`config.mk`:
```
export PLATFORM = sky130hd
export DESIGN_NAME = mux_lanes
export DESIGN_NICKNAME = d
export VERILOG_FILES = /design/src/rtl/mux_lanes_pkg.sv /design/src/rtl/mux_phase_cnt.sv /design/src/rtl/mux_lanes.sv
export SDC_FILE = /design/constraint.sdc
export NUM_CORES = 1
export LEC_CHECK = 0
export CAP_MARGIN = 20
export CELL_PAD_IN_SITES_DETAIL_PLACEMENT = 0
export CELL_PAD_IN_SITES_GLOBAL_PLACEMENT = 1
export CORE_ASPECT_RATIO = 2
export CORE_UTILIZATION = 36
export CTS_CLUSTER_SIZE = 12
export DETAILED_ROUTE_END_ITERATION = 6
export PLACE_DENSITY = 0.8
export SETUP_SLACK_MARGIN = 0.3
export SYNTH_ARGS = -nofsm -noshare
export SYNTH_HDL_FRONTEND = slang
export SYNTH_HIERARCHICAL = 1
export SYNTH_SLANG_ARGS = --single-unit
```
`constraint.sdc`:
```
create_clock -name clk -period 1.4 [get_ports clk]
set_input_delay 0.28 -clock clk [delete_from_list [all_inputs] [get_ports clk]]
set_output_delay 0.28 -clock clk [all_outputs]
set_load 0.005 [all_outputs]
```
`src/rtl/mux_lanes_pkg.sv`:
```
// Shared definitions for the lane mux/demux pair: default sizes and the
// frame-tracking state encoding.
package mux_lanes_pkg;

   localparam int unsigned DEF_WIDTH = 8;
   localparam int unsigned DEF_LANES = 4;
   localparam int unsigned CNT_W     = 2;

   typedef enum logic [0:0] {
      ST_IDLE = 1'b0,
      ST_RUN  = 1'b1
   } lane_state_e;

endpackage

```
`src/rtl/mux_phase_cnt.sv`:
```
// Free-running 2-bit frame phase counter; sample flags the capture edge.
module mux_phase_cnt
   import mux_lanes_pkg::*;
(
   input  logic             clk,
   input  logic             reset_L,
   output logic [CNT_W-1:0] cnt,
   output logic             sample
);

   logic [CNT_W-1:0] cnt_r;

   // Phase counter, wraps 3 -> 0 naturally on 2-bit overflow.
   always_ff @(posedge clk or negedge reset_L) begin
      if (!reset_L) begin
         cnt_r <= 2'd0;
      end else begin
         cnt_r <= cnt_r + 2'd1;
      end
   end

   assign cnt    = cnt_r;
   assign sample = (cnt_r == 2'd3);

endmodule

```
`src/rtl/mux_lanes.sv`:
```
// Four-lane to one-lane serializer: captures a frame when cnt==3 and replays
// it one word per cycle, lane 0 first, starting on the following edge.
module mux_lanes
   import mux_lanes_pkg::*;
#(
   parameter int unsigned WIDTH = DEF_WIDTH,
   parameter int unsigned LANES = DEF_LANES
) (
   input  logic             clk,
   input  logic             reset_L,
   input  logic [WIDTH-1:0] data_in0,
   input  logic [WIDTH-1:0] data_in1,
   input  logic [WIDTH-1:0] data_in2,
   input  logic [WIDTH-1:0] data_in3,
   input  logic [LANES-1:0] valid_in,
   output logic             sample,
   output logic [WIDTH-1:0] data_out,
   output logic             valid_out,
   output logic [1:0]       control
);

   logic [CNT_W-1:0] cnt_s;
   logic             sample_s;
   lane_state_e      state_r;
   lane_state_e      state_nxt_s;
   logic [WIDTH-1:0] lane_s [0:LANES-1];
   logic [WIDTH-1:0] bank_r [0:LANES-1];
   logic [LANES-1:0] bank_v_r;
   logic [WIDTH-1:0] data_out_r;
   logic [WIDTH-1:0] data_nxt_s;
   logic             valid_out_r;
   logic             valid_nxt_s;
   logic [1:0]       control_r;
   logic [1:0]       control_nxt_s;

   mux_phase_cnt u_phase (
      .clk     (clk),
      .reset_L (reset_L),
      .cnt     (cnt_s),
      .sample  (sample_s)
   );

   // Gather the discrete lane ports into an indexable array.
   always_comb begin
      lane_s[0] = data_in0;
      lane_s[1] = data_in1;
      lane_s[2] = data_in2;
      lane_s[3] = data_in3;
   end

   // State register.
   always_ff @(posedge clk or negedge reset_L) begin
      if (!reset_L) begin
         state_r <= ST_IDLE;
      end else begin
         state_r <= state_nxt_s;
      end
   end

   // Next state and next output word; outputs only advance once a frame exists.
   always_comb begin
      state_nxt_s   = state_r;
      data_nxt_s    = data_out_r;
      valid_nxt_s   = valid_out_r;
      control_nxt_s = control_r;
      case (state_r)
         ST_IDLE: begin
            if (sample_s) begin
               state_nxt_s = ST_RUN;
            end else begin
               state_nxt_s = ST_IDLE;
            end
         end
         ST_RUN: begin
            state_nxt_s   = ST_RUN;
            control_nxt_s = cnt_s;
            if (bank_v_r[cnt_s]) begin
               data_nxt_s  = bank_r[cnt_s];
               valid_nxt_s = 1'b1;
            end else begin
               data_nxt_s  = {WIDTH{1'b0}};
               valid_nxt_s = 1'b0;
            end
         end
         default: begin
            state_nxt_s = ST_IDLE;
         end
      endcase
   end

   // Frame bank (loaded only on the capture edge) and registered outputs.
   always_ff @(posedge clk or negedge reset_L) begin
      if (!reset_L) begin
         for (int i = 0; i < LANES; i++) begin
            bank_r[i] <= {WIDTH{1'b0}};
         end
         bank_v_r    <= {LANES{1'b0}};
         data_out_r  <= {WIDTH{1'b0}};
         valid_out_r <= 1'b0;
         control_r   <= 2'd0;
      end else begin
         if (sample_s) begin
            for (int i = 0; i < LANES; i++) begin
               bank_r[i] <= lane_s[i];
            end
            bank_v_r <= valid_in;
         end
         data_out_r  <= data_nxt_s;
         valid_out_r <= valid_nxt_s;
         control_r   <= control_nxt_s;
      end
   end

   assign sample    = sample_s;
   assign data_out  = data_out_r;
   assign valid_out = valid_out_r;
   assign control   = control_r;

endmodule
```
==> flow_summary.json <==
{
  "status": "complete, but fails checks",
  "violations": "DRC, setup timing",
  "worst_pin_slew_ns": 0.271,
  "hold_viol": 0,
  "cp-end-kind": "flop",
  "syn_inst": 139,
  "area_growth_syn_to_layout_pct": 49.0,
  "setup_slack_ns": -0.0323,
  "placed_cells": 248,
  "drc": 6,
  "power_density_nw_per_um2": 924,
  "crit_type": "reg2reg",
  "dieArea_um2": 6320,
  "vias": 1364,
  "clockBufferDepth": 2,
  "place_area_um2": 2740,
  "first_pass_iters": 5,
  "path_clk_slew_ns": 0.06,
  "drive_above_1_share_pct": 50.2,
  "route.met3.wl_um": 214,
  "drt_iter0_drc": 32,
  "gp_congestion": 0.727,
  "drt-total-wl_um": 4880,
  "io_buffer_count": 49,
  "leakage_nw": 1.41,
  "setup_viol": 14,
  "final_common_cell": "dfrtp_1",
  "synth_cell_type_count": 15,
  "synth_nets": 178,
  "setup.worst_path.start_class": "flop",
  "antenna_found_initial": 0,
  "stdcell_area_um2": 3210,
  "highest_layer": "met4",
  "ios": 50,
  "cts_made_buffers": 5,
  "clkSinkCount": 50,
  "met1Wirelength_um": 1710,
  "clk_root_buffer_cell": "clkbuf_16",
  "gr-usage-all-layers_pct": 16.4,
  "tritoncts": "yes",
  "drtAntennaViolNets": 0,
  "worstPathRequired_ns": 1.57,
  "wl_per_cell_um": 17.8,
  "htree_levels": 2,
  "grt_overflow_total": 0,
  "grt_max_degree": 51,
  "post-route-period-util_pct": 102,
  "min_path_type": "reg2reg",
  "fp.dieH_um": 111,
  "first_global_vias": 1517,
  "slew_violations": 0,
  "coreArea_um2": 5760,
  "clk_latency_ns": 0.29,
  "peakVddDrop_mv": 0.873,
  "grt_pass1_wl_um": 7620,
  "fin_crit_ns": 1.43,
  "drv_cap": 0,
  "fin_cells": 274,
  "met2WireLength_um": 2870,
  "yosysSeqAreaShare_pct": 58.1,
  "viasPerCell": 4.98,
  "row_count": 39,
  "finalSetupTns_ns": -0.198,
  "syn_area_per_cell_um2": 15.5,
  "rsz0062_at_grt": "true",
  "initial_core_util_pct": 37.4,
  "yosys_warnings": 6,
  "final_cell_mix": "49 x dfrtp_1, 36 x clkdlybuf4s50_1, 27 x mux2_2",
  "syn_area_um2": 2150,
  "cp_max_fo": 5,
  "nNetsFinal": 252,
  "max_freq_mhz": 698,
  "ys_seq_elements": 50,
  "fp.dieW_um": 56.7,
  "diodes": 0,
  "place_hpwl_um": 2860,
  "worstPathArrival_ns": 1.60,
  "worst_slew_margin_rel_pct": 82.0,
  "skew_ns": 0.00617
}
## cell type report
class	instances	area, um2
sequential	50	1250
tap	61	76.3
fill	473	2550
timing repair buffer	75	861
clock buffer	7	133
multi-input combinational	62	817
inverter	19	71.3
## state kept, by name (all words and copies together) (netlist names)
name	flops
bank_r	32
bank_v_r	4
control	2
data_out	8
state_r	1
u_phase/cnt	2
valid_out	1
## where the power goes
group / total, W / internal, W / switching (W)
combinational: 0.000292 / 0.000196 / 0.0000962
sequential: 0.00155 / 0.00151 / 0.0000343
clock: 0.00113 / 0.000653 / 0.000476
## cell usage after synthesis (all sizes together)
master,count,area share (%)
o21ai,2,0.46
inv,19,3.3
dfrtp,50,58
or2,1,0.29
clkbuf,1,0.64
mux2,37,19
o22ai,8,4.6
buf,7,2.5
nand2,1,0.17
o22a,1,0.41
mux4,8,8.4
mux2i,2,0.93
nand2b,1,0.29
ha,1,0.58
## through the flow
stage / hold WS, ns / total power (W) / setup slack, ns / util, %
floorplan: -0.0156 / 0.00166 / 0.0758 / -
global placement: 0.281 / 0.00184 / 0.0491 / 47.7
detailed placement: 0.289 / 0.00186 / 0.00971 / 47.7
CTS: 0.506 / 0.00299 / -0.0386 / 53.2
global route: 0.517 / 0.00309 / -0.0785 / 55.8
finish: 0.504 / 0.00297 / -0.0323 / 55.8
## worst max-delay path, cell delays in order, from the launching register on
cell,delay [ns]
dfrtp_2,0.43
ha_4,0.17
buf_8,0.14
buf_12,0.13
clkbuf_16,0.15
mux2_4,0.29
## what timing repair did
item | CTS | global route
endpoints found under the hold margin | 50 | 0
endpoints found under the setup margin | 58 | 53
hold buffers | 1 | 0
pin swaps | 2 | 2
gates resized for setup | 71 | 7
buffers inserted | 6 | 5
gates cloned | 4 | 3
## cell families after synthesis
| family | count (synthesis) | synth area share [%] |
|---|---|---|
| AOI/OAI and AO/OA | 11 | 5.52 |
| adders and majority gates | 1 | 0.581 |
| buffers and inverters | 27 | 6.45 |
| DFF | 50 | 58.1 |
| muxes | 47 | 28.6 |
| and+or+nand+nor | 3 | 0.755 |
## final timing paths
| kind | start | cells after the start | to | slack, ns |
|---|---|---|---|---|
| max in group asynchronous | reset_L | 3 | u_phase/cnt[0] | 0.66 |
| setup reg to reg | u_phase/cnt[0] | 5 | bank_r[7] | -0.03 |
| min in group asynchronous | reset_L | 3 | bank_r[31] | 0.51 |
| hold reg to reg | bank_r[9] | 1 | bank_r[9] | 0.50 |
| hold / removal | bank_r[9] | 1 | bank_r[9] | 0.50 |
| setup / recovery | u_phase/cnt[0] | 5 | bank_r[7] | -0.03 |
## metal layers
layer / vias to the layer above / global-route usage (%)
met3: 7 / 3.83
met5: - / 0
met1: 691 / 17.7
li1: 630 / -
met2: 36 / 29.6
met4: 0 / 7.17
No activity file was read; power rests on OpenSTA's default activity.
